## src/rtl/qdrc_user_arb.sv

```systemverilog
// qdrc_user_arb
//   Two-port round-robin arbiter in front of a single QDR PHY user port.
//   It issues at most one command per cycle, and only while the PHY
//   reports ready. A read-tag pipeline, RD_LATENCY deep, steers returned
//   read data back to the port that issued the read.
//
// Ports
//   clk, reset          rising-edge clock, synchronous active-high reset
//   phy_rdy             PHY calibration complete; gates all grants
//   a_cmd_* / b_cmd_*   requester command (valid/rnw/addr/wr_data/wr_ben)
//                       and its single-cycle ack
//   a_rd_* / b_rd_*     registered read data with a one-cycle valid pulse
//   phy_*               PHY user port (registered address/data/strobes,
//                       read data input)
//   rd_inflight         count of issued reads whose data has not returned
module qdrc_user_arb #(
   parameter int DATA_WIDTH = 18,
   parameter int BW_WIDTH   = 2,
   parameter int ADDR_WIDTH = 21,
   parameter int RD_LATENCY = 10
) (
   input  logic                              clk,
   input  logic                              reset,
   input  logic                              phy_rdy,

   input  logic                              a_cmd_valid,
   input  logic                              a_cmd_rnw,
   input  logic [ADDR_WIDTH-1:0]             a_cmd_addr,
   input  logic [2*DATA_WIDTH-1:0]           a_cmd_wr_data,
   input  logic [2*BW_WIDTH-1:0]             a_cmd_wr_ben,
   output logic                              a_cmd_ack,
   output logic [2*DATA_WIDTH-1:0]           a_rd_data,
   output logic                              a_rd_dvld,

   input  logic                              b_cmd_valid,
   input  logic                              b_cmd_rnw,
   input  logic [ADDR_WIDTH-1:0]             b_cmd_addr,
   input  logic [2*DATA_WIDTH-1:0]           b_cmd_wr_data,
   input  logic [2*BW_WIDTH-1:0]             b_cmd_wr_ben,
   output logic                              b_cmd_ack,
   output logic [2*DATA_WIDTH-1:0]           b_rd_data,
   output logic                              b_rd_dvld,

   output logic [ADDR_WIDTH-1:0]             phy_addr,
   output logic                              phy_wr_strb,
   output logic [2*DATA_WIDTH-1:0]           phy_wr_data,
   output logic [2*BW_WIDTH-1:0]             phy_wr_ben,
   output logic                              phy_rd_strb,
   input  logic [2*DATA_WIDTH-1:0]           phy_rd_data,
   output logic [$clog2(RD_LATENCY+1)-1:0]   rd_inflight
);

   localparam int CNT_W = $clog2(RD_LATENCY + 1);
   localparam logic [CNT_W-1:0] CNT_ONE = CNT_W'(1);

   // last_b = 1 means B won the previous grant, so A has priority next.
   logic                    last_b;
   logic                    arb_en;
   logic                    grant_a;
   logic                    grant_b;
   logic                    grant;

   logic                    win_rnw;
   logic [ADDR_WIDTH-1:0]   win_addr;
   logic [2*DATA_WIDTH-1:0] win_wr_data;
   logic [2*BW_WIDTH-1:0]   win_wr_ben;

   // Port that owns the read currently on phy_rd_strb.
   logic                    issued_b;

   logic [RD_LATENCY-1:0]   tag_v;
   logic [RD_LATENCY-1:0]   tag_p;
   logic                    tag_exit;
   logic                    exit_b;

   // ---------------------------------------------------------------
   // Arbitration (combinational)
   // ---------------------------------------------------------------
   always_comb begin
      arb_en  = phy_rdy & ~reset;
      grant_a = arb_en & a_cmd_valid & (~b_cmd_valid | last_b);
      grant_b = arb_en & b_cmd_valid & (~a_cmd_valid | ~last_b);
      grant   = grant_a | grant_b;

      win_rnw     = a_cmd_rnw;
      win_addr    = a_cmd_addr;
      win_wr_data = a_cmd_wr_data;
      win_wr_ben  = a_cmd_wr_ben;
      if (grant_b) begin
         win_rnw     = b_cmd_rnw;
         win_addr    = b_cmd_addr;
         win_wr_data = b_cmd_wr_data;
         win_wr_ben  = b_cmd_wr_ben;
      end
   end

   assign a_cmd_ack = grant_a;
   assign b_cmd_ack = grant_b;

   // ---------------------------------------------------------------
   // Issue register
   // ---------------------------------------------------------------
   always_ff @(posedge clk) begin
      if (reset) begin
         last_b      <= 1'b1;
         issued_b    <= 1'b0;
         phy_addr    <= '0;
         phy_wr_data <= '0;
         phy_wr_ben  <= '0;
         phy_wr_strb <= 1'b0;
         phy_rd_strb <= 1'b0;
      end else begin
         phy_wr_strb <= grant & ~win_rnw;
         phy_rd_strb <= grant &  win_rnw;
         if (grant) begin
            last_b      <= grant_b;
            issued_b    <= grant_b;
            phy_addr    <= win_addr;
            phy_wr_data <= win_wr_data;
            phy_wr_ben  <= win_wr_ben;
         end
      end
   end

   // ---------------------------------------------------------------
   // Read tag pipeline: entry loaded from the strobe cycle, exits in
   // the cycle the PHY presents the matching read data.
   // ---------------------------------------------------------------
   always_ff @(posedge clk) begin
      if (reset) begin
         tag_v <= '0;
         tag_p <= '0;
      end else begin
         tag_v[0] <= phy_rd_strb;
         tag_p[0] <= issued_b;
         for (int unsigned i = 1; i < RD_LATENCY; i++) begin
            tag_v[i] <= tag_v[i-1];
            tag_p[i] <= tag_p[i-1];
         end
      end
   end

   assign tag_exit = tag_v[RD_LATENCY-1];
   assign exit_b   = tag_p[RD_LATENCY-1];

   // ---------------------------------------------------------------
   // Read data return (registered, held between pulses)
   // ---------------------------------------------------------------
   always_ff @(posedge clk) begin
      if (reset) begin
         a_rd_data <= '0;
         b_rd_data <= '0;
         a_rd_dvld <= 1'b0;
         b_rd_dvld <= 1'b0;
      end else begin
         a_rd_dvld <= tag_exit & ~exit_b;
         b_rd_dvld <= tag_exit &  exit_b;
         if (tag_exit & ~exit_b) a_rd_data <= phy_rd_data;
         if (tag_exit &  exit_b) b_rd_data <= phy_rd_data;
      end
   end

   // ---------------------------------------------------------------
   // Outstanding read counter
   // ---------------------------------------------------------------
   always_ff @(posedge clk) begin
      if (reset) begin
         rd_inflight <= '0;
      end else begin
         case ({phy_rd_strb, tag_exit})
            2'b10:   rd_inflight <= rd_inflight + CNT_ONE;
            2'b01:   rd_inflight <= rd_inflight - CNT_ONE;
            default: rd_inflight <= rd_inflight;
         endcase
      end
   end

endmodule

```

## config.mk

```make
export PLATFORM = sky130hd
export DESIGN_NAME = qdrc_user_arb
export DESIGN_NICKNAME = d
export VERILOG_FILES = /design/src/rtl/qdrc_user_arb.sv
export SDC_FILE = /design/constraint.sdc
export NUM_CORES = 1
export LEC_CHECK = 0
export ABC_AREA = 1
export BUFFER_PORTS_ARGS = -buffer_cell sky130_fd_sc_hd__buf_2
export CORE_UTILIZATION = 30
export CTS_CLUSTER_DIAMETER = 30
export DETAILED_ROUTE_END_ITERATION = 10
export PLACE_DENSITY = 0.65
export SKIP_LAST_GASP = 1
export SYNTH_ARGS = -nofsm -noshare
export SYNTH_HDL_FRONTEND = slang
export SYNTH_SLANG_ARGS = --single-unit
```

## constraint.sdc

```tcl
create_clock -name clk -period 4.1 [get_ports clk]
set_input_delay 1.025 -clock clk [delete_from_list [all_inputs] [get_ports clk]]
set_output_delay 1.025 -clock clk [all_outputs]
set_load 0.01 [all_outputs]
```

==> key figures, run 1 <==
Setup path
  – Crit path from: reset
  – Crit Path Class: input pin to output port
  – CP startpoint kind: input pin
  – CP top delay family: simple AND/OR/NAND/NOR gates
  – WP buf/inv: 2
  – Reg2reg path depth: 5
  – Critical path capture point type: output port
  – Worst r2r dst: b_rd_data[32]
  – Reg2reg start: tag_v[9]
  – FF-to-FF setup slack: 1.87 ns
  – Req. time, crit path: 3.07 ns
  – Slowest cell on the critical path: nor2_4
  – Crit-path max FO: 24
  – Slowest cell delay on critical path: 0.48 ns
  – CP Cell Sequence: buf_2 -> nor2_4 -> nand2_2 -> nor2_4 -> buf_2
  – Critical path data arrival time: 2.13 ns

Synth
  – Number of synthesized register bits: 163
  – Register area share after synthesis: 49.5%
  – Distinct cells, synth: 24
  – Syn Nets: 1070
  – Cell count after synthesis: 902
  – Top cell type's share of synthesized area: 49.5%
  – Syn Area/Cell: 7.31 um^2
  – Synth warn: 0
  – Leading area contributor after synthesis: dfxtp_1
  – Dominant cells by area after synthesis: dfxtp_1, nor2_1, nand3_1
  – Mapped Area: 6600 um^2

Floorplanning
  – Num rows: 53
  – Starting Density: 31.0%
  – Num ports: 308
  – Die Ht: 150 um
  – Die width: 150 um
  – Die area: 22600 um^2
  – Core ar.: 21300 um^2

Routing
  – Final wirelength: 19500 um
  – Vias per cell: 4.41
  – DR WL/cell: 13.3 um
  – Post-route ant nets: 0
  – DRT Pass-1 Iters: 4
  – DR DRC count: 0
  – 1st-iter DRT viols: 188
  – Routed vias: 6467

STA
  – Final hold violation count: 0
  – Slew HR: 27.9%
  – Worst Tran Pin Value: 1.08 ns
  – Fin crit period: 3.15 ns
  – Fin crit share: 76.9%
  – Setup violations, final: 0
  – Fin Setup TNS: 0 ns
  – Highest clock rate: 317 MHz
  – Slew Limit Fails: 0
  – Worst Clk Skew: 0.0142 ns
  – Unrepaired setup endpoints after global routing: no

Power
  – Lkg Pwr: 4.89 nW
  – P_int: 2.69 mW
  – PD cells: 409 nW/um^2
  – Sw Ratio: 25.6%
  – Logic pwr share: 11.1%
  – Worst vdd ir: 0.241 mV
  – Clk pwr share: 42.9%
  – Sequential Power Share: 46.0%
  – Sw Pwr: 0.925 mW

Global routing
  – Largest net degree at the start of global routing: 66
  – Gr usage total: 16.6%
  – Antenna violations before repair: 1
  – Remaining global-route overflow: 0
  – First-pass GRT wire length: 29400 um
  – Vias in the first global route: 5829

CTS
  – CTS Root Cell: clkbuf_16
  – Sink Count: 163
  – Clock Latency Late Sink: 0.42 ns
  – Clk slew on worst S/H paths: 0.06 ns
  – Cells resized by post-CTS repair: 0
  – Clk buf depth: 2
  – Post-cts hold buffer count: 0
  – CTS H-Tree Depth: 4
  – Post-CTS setup buffers: 0
  – Total CTS buffers: 17
  – TritonCTS clock tree: yes

Placed design
  – Gpl congestion: 0.759
  – I/O Buffers: 307
  – Hpwl dp: 13700 um

Run
  – Max cap viols: 0

Layout
  – Sequential Area: 3260 um^2
  – Area occupied by multi-input gates: 2690 um^2
  – Fillers: 2229
  – Layout net count: 1348
  – Layout cell share with drive strength beyond 1: 34.8%
  – Final core utilization: 41.5%
  – Area Growth Syn to Fin: 34.0%

Min path
  – Hold Path Cell Cnt: 2
  – Hold crit path type: register to register
  – Worst Min Path Start: tag_v[8]
  – WHS Endpoint: tag_v[9]

Outcome
  – Outcome: finished clean
## power groups by stage
| stage | logic, mW | registers (mW) | clock network [mW] |
|---|---|---|---|
| after detailed placement | 0.406 | 1.70 | 0 |
| after global routing | 0.448 | 1.67 | 1.65 |
| after CTS | 0.407 | 1.66 | 1.59 |
| after floorplan | 0.205 | 1.72 | 0 |
| after global placement | 0.404 | 1.70 | 0 |
| final | 0.401 | 1.66 | 1.55 |
## worst max-delay path by stage
| stage | to | slack (ns) | depth (start not counted) |
|---|---|---|---|
| 6_report | b_cmd_ack | 0.95 | 5 |
| 5_1_grt | b_cmd_ack | 0.85 | 5 |
| 4_1_cts | b_cmd_ack | 0.91 | 5 |
| 3_5_place_dp | b_cmd_ack | 0.92 | 5 |
| 3_3_place_gp | b_cmd_ack | 0.93 | 5 |
| 2_1_floorplan | b_cmd_ack | 1.35 | 5 |
## kinds of logic (layout without fill, tap and decap cells)
logic type	Yosys count	in the layout	share of synthesized area [%]
buf+inv	153	442	9.92
fa+ha+maj	3	3	0.569
flops	163	163	49.5
other cells	0	1	0
xor+xnor	3	3	0.398
compound gates	82	82	6.30
simple gates	498	498	33.3
## layout by cell type, fill, tap and decap left out, types with 3 or more instances in the layout
| master | synthesis | routed |
|---|---|---|
| buf_2 | 7 | 307 |
| nor2_1 | 174 | 173 |
| dfxtp_1 | 163 | 163 |
| nand2_1 | 134 | 133 |
| nand3_1 | 125 | 125 |
| inv_1 | 93 | 93 |
| o21ai_0 | 75 | 75 |
| or2_2 | 61 | 61 |
| clkbuf_16 | 0 | 17 |
| buf_4 | 7 | 7 |
| inv_6 | 0 | 5 |
| a21oi_1 | 4 | 4 |
| ha_1 | 3 | 3 |
## worst reg2reg max path, cell delays in order, from the launching register on
cell and delay [ns]:
dfxtp_1 0.34, nand2_1 0.07, buf_4 0.35, clkinv_1 0.96, nor2_1 0.34, nor2_1 0.08
## registers in the layout, indices dropped and copies added, names as in the netlist
register	cells
b_rd_dvld	1
a_rd_data	36
rd_inflight	4
phy_wr_strb	1
phy_wr_ben	4
phy_rd_strb	1
tag_p	10
a_rd_dvld	1
tag_v	10
phy_addr	21
b_rd_data	36
issued_b	1
phy_wr_data	36
last_b	1
## routing by layer
metal | vias to the layer above | wire length (um) | GRT usage, %
li1 | 3354 | - | -
met1 | 2829 | 8720 | 20.0
met2 | 261 | 8600 | 27.5
met3 | 23 | 1800 | 5.36
met4 | 0 | 346 | 5.71
met5 | - | 0 | 0
## cell usage after synthesis, drive strengths merged
cell and number:
nor2 176, dfxtp 163, nand2 135, nand3 125, inv 95, o21ai 76
or2 61, clkbuf 30, buf 26, a21oi 4, ha 3, clkinv 2
xnor2 2, and2 1, o211ai 1, o31ai 1, xor2 1
## final cells by class
type                       count  share of cell area (%)
tap                          275                    3.89
antenna                        1                  0.0283
sequential                   163                    36.9
timing repair buffer         315                    18.2
clock buffer                  18                    4.97
clock inverter                12                    1.39
multi-input combinational    586                    30.4
inverter                      97                    4.15
## metrics by stage
step           setup slack, ns  hold slack (ns)  instances  instance area (um^2)  total power, mW
2_1_floorplan             1.35            0.388        902                  6600             1.93
3_3_place_gp             0.928            0.393       1436                  8270             2.10
3_5_place_dp             0.916            0.393       1436                  8270             2.10
4_1_cts                  0.914            0.403       1466                  8830             3.66
5_1_grt                  0.854            0.419       1466                  8830             3.77
6_report                 0.949            0.402       1467                  8830             3.61
Power figures use the tool's default switching activity.
==> run 2: changes to the inputs <==
--- a/config.mk
+++ b/config.mk
@@ -10,7 +10,7 @@
 export CORE_UTILIZATION = 30
 export CTS_CLUSTER_DIAMETER = 30
 export DETAILED_ROUTE_END_ITERATION = 10
-export PLACE_DENSITY = 0.65
+export PLACE_DENSITY = 0.67
 export SKIP_LAST_GASP = 1
 export SYNTH_ARGS = -nofsm -noshare
 export SYNTH_HDL_FRONTEND = slang
==> constraint.sdc (replaced) <==
create_clock -name clk -period 2.7 [get_ports clk]
set_input_delay 0.675 -clock clk [delete_from_list [all_inputs] [get_ports clk]]
set_output_delay 0.675 -clock clk [all_outputs]
set_load 0.01 [all_outputs]
==> run 2 against run 1 <==
Net effect:
- die area stayed put
- global-route usage decreased by 0.75 points
- critical path depth unchanged
- final area grew 1.5%
- combinational power increased by 54%
- setup slack lost 0.53 ns
- sequential share of layout area down 0.54 points
- total power up 54%
- worst hold slack improved by 0.0043 ns
- flip-flop and latch count stayed put
==> key figures, run 2 (synthesized netlist as in run 1, its figures left out) <==
Min path
  – Hold crit path type: register to register
  – WHS Endpoint: tag_p[2]
  – Worst Min Path Start: tag_p[1]
  – Hold Path Cell Cnt: 2

Setup path
  – Req. time, crit path: 2.03 ns
  – Reg2reg path depth: 4
  – Critical path capture point type: output port
  – Worst r2r dst: b_rd_data[21]
  – CP top delay family: simple AND/OR/NAND/NOR gates
  – WP buf/inv: 2
  – Reg2reg start: tag_v[9]
  – Critical path data arrival time: 1.61 ns
  – Slowest cell delay on critical path: 0.32 ns
  – Crit-path max FO: 9
  – Crit Path Class: input pin to output port
  – FF-to-FF setup slack: 0.89 ns
  – Slowest cell on the critical path: nor2_4
  – CP startpoint kind: input pin
  – CP Cell Sequence: buf_2 -> nor2_4 -> nand2_2 -> nor2_4 -> buf_2

Floorplanning
  – Starting Density: 31.0%
  – Die width: 150 um
  – Core ar.: 21300 um^2
  – Die Ht: 150 um
  – Num ports: 308
  – Num rows: 53
  – Die area: 22600 um^2

Routing
  – Final wirelength: 18400 um
  – 1st-iter DRT viols: 219
  – Post-route ant nets: 0
  – Routed vias: 6448
  – Highest Signal Layer: met4
  – DRT Pass-1 Iters: 4
  – DR DRC count: 0
  – Met1 WL: 8290 um
  – DR WL/cell: 12.5 um
  – DR WL met2: 8240 um
  – Vias per cell: 4.37
  – Met3 wire length: 1760 um

Global routing
  – First-pass GRT wire length: 28000 um
  – Remaining global-route overflow: 0
  – Vias in the first global route: 5741
  – Largest net degree at the start of global routing: 66
  – Gr usage total: 15.8%
  – Antenna violations before repair: 0

CTS
  – Post-cts hold buffer count: 0
  – Total CTS buffers: 17
  – Clk slew on worst S/H paths: 0.07 ns
  – Clk buf depth: 2
  – Cells resized by post-CTS repair: 0
  – CTS Root Cell: clkbuf_16
  – Sink Count: 163
  – Clock Latency Late Sink: 0.42 ns
  – TritonCTS clock tree: yes
  – Post-CTS setup buffers: 0
  – CTS H-Tree Depth: 4

Layout
  – Sequential Area: 3260 um^2
  – Layout cell share with drive strength beyond 1: 35.2%
  – Commonest non-fill, non-tap cell in the layout: buf_2
  – Fillers: 2205
  – Area Growth Syn to Fin: 36.0%
  – Commonest cells after routing, fill and taps aside: buf_2, nor2_1, dfxtp_1
  – Largest regs: a_rd_data: 36 flops, b_rd_data: 36 flops, phy_wr_data: 36 flops
  – Diodes inserted: 0
  – Area occupied by multi-input gates: 2690 um^2
  – Cell Count, Final, Fillers Out: 1474
  – Layout net count: 1354

Power
  – Power, Total: 5.55 mW
  – Clk pwr share: 43.5%
  – PD cells: 619 nW/um^2
  – Lkg Pwr: 4.95 nW
  – Sw Ratio: 26.1%
  – P_int: 4.10 mW
  – Sw Pwr: 1.45 mW
  – Logic pwr share: 11.1%
  – Worst vdd ir: 0.388 mV
  – Sequential Power Share: 45.4%

STA
  – Worst Tran Pin Value: 1.08 ns
  – Unrepaired setup endpoints after global routing: no
  – Setup violations, final: 0
  – Fin Setup TNS: 0 ns
  – Slew Limit Fails: 0
  – Worst Clk Skew: 0.0133 ns
  – Slew HR: 27.7%
  – Final hold slack: 0.406 ns
  – Final hold violation count: 0
  – Fin crit period: 2.28 ns
  – Fin crit share: 84.5%
  – Highest clock rate: 438 MHz

Placed design
  – Hpwl dp: 13200 um
  – I/O Buffers: 307
  – Gpl congestion: 0.764
  – Placed cell count: 1442

Outcome
  – Outcome: finished clean

Run
  – Max cap viols: 0
[run 2: cell types whose count changed in the layout (fill, tap and decap cells not counted), sizes merged]
cell | previous run | this run
buf | 315 | 321
clkbuf | 18 | 17
clkinv | 4 | 5
clkinvlp | 1 | 2
diode | 1 | 0
inv | 103 | 104
[run 2: tightest hold or removal path, delay by kind of cell (launching register included)]
family | cells | cell delay, ns
buffers and inverters | 1 | 0.04
DFF | 1 | 0.30
and+or+nand+nor | 1 | 0.03
[run 2: power groups by stage]
stage	Combinational [mW]	Sequential (mW)	Clock (mW)
3_5_place_dp	0.627	2.58	0
2_1_floorplan	0.312	2.61	0
5_1_grt	0.694	2.53	2.62
6_report	0.619	2.52	2.41
4_1_cts	0.630	2.52	2.50
3_3_place_gp	0.622	2.57	0
[run 2: how the worst max path moves through the flow]
| stage | start | to | cells after the start |
|---|---|---|---|
| 3_3_place_gp | reset | b_cmd_ack | 5 |
| 3_5_place_dp | reset | b_cmd_ack | 5 |
| 6_report | reset | b_cmd_ack | 5 |
| 2_1_floorplan | reset | b_cmd_ack | 5 |
| 4_1_cts | reset | b_cmd_ack | 5 |
| 5_1_grt | reset | b_cmd_ack | 5 |
[run 2: area by class of cell]
| cell class | instances | area share [%] |
|---|---|---|
| clock buffers | 17 | 4.74 |
| multi-input cells | 586 | 30.0 |
| inverters | 97 | 4.07 |
| clock inverters | 15 | 1.83 |
| well taps | 275 | 3.84 |
| flip-flops and latches | 163 | 36.4 |
| repair buffers | 321 | 19.1 |
[run 2: metal layers]
| layer | global-route usage (%) | vias up |
|---|---|---|
| met5 | 0 | - |
| met4 | 3.94 | 0 |
| met3 | 6.24 | 12 |
| met2 | 25.8 | 241 |
| met1 | 19.4 | 2833 |
| li1 | - | 3362 |
[run 2: per-stage QoR]
step | setup WS, ns | util (%) | cell area (um^2)
after global placement | 0.409 | 39.4 | 8380
after CTS | 0.399 | 42.1 | 8970
final | 0.419 | 42.1 | 8970
after detailed placement | 0.403 | 39.4 | 8380
after floorplan | 0.651 | - | 6600
after global routing | 0.359 | 42.1 | 8970
==> run 3: changes to the inputs <==
--- a/config.mk
+++ b/config.mk
@@ -5,7 +5,7 @@
 export SDC_FILE = /design/constraint.sdc
 export NUM_CORES = 1
 export LEC_CHECK = 0
-export ABC_AREA = 1
+export ABC_AREA = 0
 export BUFFER_PORTS_ARGS = -buffer_cell sky130_fd_sc_hd__buf_2
 export CORE_UTILIZATION = 30
 export CTS_CLUSTER_DIAMETER = 30
==> constraint.sdc (replaced) <==
create_clock -name clk -period 1.9 [get_ports clk]
set_input_delay 0.475 -clock clk [delete_from_list [all_inputs] [get_ports clk]]
set_output_delay 0.475 -clock clk [all_outputs]
set_load 0.01 [all_outputs]
==> run 3 against run 2 <==
Net effect:
- count of clock-buffer cells in the layout stayed put
- synthesized cell count down 24%
- setup slack lost 0.22 ns
- clock power rose by 43%
- via count shrank 14%
- largest cell class unchanged
- largest power group unchanged
- highest routed layer unchanged
==> key figures, run 3 <==
Min path
  – Hold Path Cell Cnt: 3
  – WHS Endpoint: a_rd_data[3]
  – Hold crit path type: input pin to register
  – Worst Min Path Start: phy_rd_data[3]

CTS
  – Clock Latency Late Sink: 0.41 ns
  – Sink Count: 163
  – CTS Root Cell: clkbuf_16
  – Post-cts hold buffer count: 0
  – Clk slew on worst S/H paths: 0.07 ns
  – CTS H-Tree Depth: 4
  – Clk buf depth: 2
  – Total CTS buffers: 17
  – TritonCTS clock tree: yes

Routing
  – Routed vias: 5566
  – Vias per cell: 4.45
  – 1st-iter DRT viols: 130
  – DR DRC count: 0
  – DR WL/cell: 13.2 um
  – Final wirelength: 16500 um
  – DRT Pass-1 Iters: 4
  – Post-route ant nets: 0

Synth
  – Synth Area in Adders: 0.598%
  – Register area share after synthesis: 52.0%
  – Post-synth top cells: dfxtp_1, nand2_1, a21oi_1
  – Post-synthesis mux area share: 10.2%
  – XOR/XNOR Fraction of Synth Area: 0.419%
  – Top cell type's share of synthesized area: 52.0%
  – Distinct cells, synth: 32
  – Dominant cells by area after synthesis: dfxtp_1, mux2i_1, nand2_1
  – Compound-Gate Fraction of Synth Area: 14.0%
  – Mapped Area: 6280 um^2
  – Synth warn: 0
  – Syn Area/Cell: 9.20 um^2
  – Syn Nets: 850
  – Leading area contributor after synthesis: dfxtp_1
  – Ys flop type: dfxtp_1
  – Largest family of logic cells by synthesized area: simple AND/OR/NAND/NOR gates
  – Cell count after synthesis: 682
  – Number of synthesized register bits: 163
  – Synth async-reset ratio: 0%
  – Simple-gate share of the synthesized area: 16.5%
  – Number of synthesized flops with an enable pin: 0
  – Top-count cell post-synth: dfxtp_1

Layout
  – Layout net count: 1134
  – Largest regs: a_rd_data: 36 flops, b_rd_data: 36 flops, phy_wr_data: 36 flops
  – Commonest cells after routing, fill and taps aside: buf_2, dfxtp_1, nand2_1
  – Layout cell share with drive strength beyond 1: 36.8%
  – Area Growth Syn to Fin: 36.1%
  – Commonest non-fill, non-tap cell in the layout: buf_2
  – Cell Count, Final, Fillers Out: 1250
  – Final core utilization: 41.9%

STA
  – Worst Clk Skew: 0.00923 ns
  – Final hold violation count: 0
  – Fin crit share: 89.7%
  – Setup violations, final: 0
  – Worst Tran Pin Value: 0.742 ns
  – Slew HR: 50.6%
  – Slew Limit Fails: 0
  – Highest clock rate: 587 MHz
  – Unrepaired setup endpoints after global routing: no
  – Fin Setup TNS: 0 ns
  – Fin crit period: 1.70 ns

Floorplanning
  – Die Ht: 147 um
  – Die area: 21500 um^2
  – Die width: 147 um
  – Num ports: 308
  – Num rows: 52
  – Core ar.: 20400 um^2
  – Starting Density: 30.8%

Power
  – Worst vdd ir: 0.452 mV
  – PD cells: 899 nW/um^2
  – Lkg Pwr: 4.16 nW

Setup path
  – FF-to-FF setup slack: 0.20 ns
  – Critical path data arrival time: 2.04 ns
  – Crit-path max FO: 5
  – Slowest cell on the critical path: dfxtp_1
  – Reg2reg path depth: 8
  – Crit Path Class: register to register
  – CP startpoint kind: register
  – Critical path capture point type: register
  – Req. time, crit path: 2.24 ns
  – Slowest cell delay on critical path: 0.33 ns
  – CP Cell Sequence: inv_1 -> ha_2 -> xor2_1 -> ha_1 -> a21oi_1 -> xor2_1 -> or3_1 -> a21oi_1
  – Reg2reg start: phy_rd_strb
  – Worst r2r dst: rd_inflight[2]

Global routing
  – Gr usage total: 15.2%
  – Largest net degree at the start of global routing: 162
  – Remaining global-route overflow: 0
  – First-pass GRT wire length: 25800 um
  – Vias in the first global route: 5093
  – Antenna violations before repair: 0

Run
  – Max cap viols: 0

Placed design
  – I/O Buffers: 307
  – Gpl congestion: 0.800
  – Placed cell count: 1217
  – Hpwl dp: 12100 um

Outcome
  – Outcome: finished clean
[run 3: changes by cell type in the layout (fill, tap and decap cells not counted), moves of 63 or more]
cell     delta
nand3_1   -125
nor2_1    -106
inv_1      -90
o21ai_0    -72
a21oi_1    +71
mux2i_1    +63
[run 3: critical path, delay by kind of cell, from the launching register on]
kind	cells	cell delay (ns)
flops	1	0.33
simple gates	1	0.30
xor+xnor	2	0.23
compound gates	2	0.29
buf+inv	1	0.07
fa+ha+maj	2	0.40
[run 3: metrics by stage]
| step | hold slack (ns) | cell area [um^2] | setup slack (ns) | power (mW) |
|---|---|---|---|---|
| 2_1_floorplan | 0.409 | 6280 | 0.124 | 3.99 |
| 3_3_place_gp | 0.417 | 7940 | 0.115 | 4.31 |
| 3_5_place_dp | 0.422 | 7940 | 0.105 | 4.32 |
| 4_1_cts | 0.282 | 8540 | 0.108 | 7.80 |
| 5_1_grt | 0.290 | 8540 | 0.0274 | 8.02 |
| 6_report | 0.307 | 8540 | 0.196 | 7.68 |
[run 3: worst max path at each step]
stage,depth (start not counted),from,end
after global placement,6,phy_rdy,phy_wr_data[20]
final,8,phy_rd_strb,rd_inflight[2]
after global routing,6,phy_rd_strb,rd_inflight[3]
after detailed placement,6,phy_rdy,phy_wr_data[20]
after floorplan,7,phy_rd_strb,rd_inflight[3]
after CTS,7,tag_v[9],rd_inflight[2]
[run 3: report_power, final]
group	switching (mW)	leakage, nW	internal [mW]
Combinational	0.355	2.55	0.320
Clock	1.48	0.287	1.98
Sequential	0.0445	1.32	3.51
Total	1.88	4.16	5.81
[run 3: repair_timing]
item,in CTS,in global routing
endpoints found under the setup margin,0,1
buffers inserted,0,0
resized for setup,0,2
[run 3: cells by family after synthesis]
family	Yosys count
compound gates	143
buf+inv	58
simple gates	248
xor+xnor	3
fa+ha+maj	3
mux	64
flops	163
[run 3: layer usage]
metal | track usage, % | up-vias | share of wire, % | routed length, um
li1 | - | 2877 | - | -
met1 | 18.1 | 2449 | 43 | 7150
met2 | 25.9 | 223 | 48 | 7960
met3 | 4.25 | 17 | 6.8 | 1130
met4 | 5.57 | 0 | 1.7 | 286
met5 | 0 | - | 0 | 0
[run 3: final cells by class]
class / count / area [um^2]
multi-input combinational: 461 / 2640
tap: 270 / 338
inverter: 3 / 11.3
timing repair buffer: 320 / 1690
antenna: 1 / 2.50
sequential: 163 / 3260
clock buffer: 17 / 425
fill: 2047 / 11800
clock inverter: 15 / 175
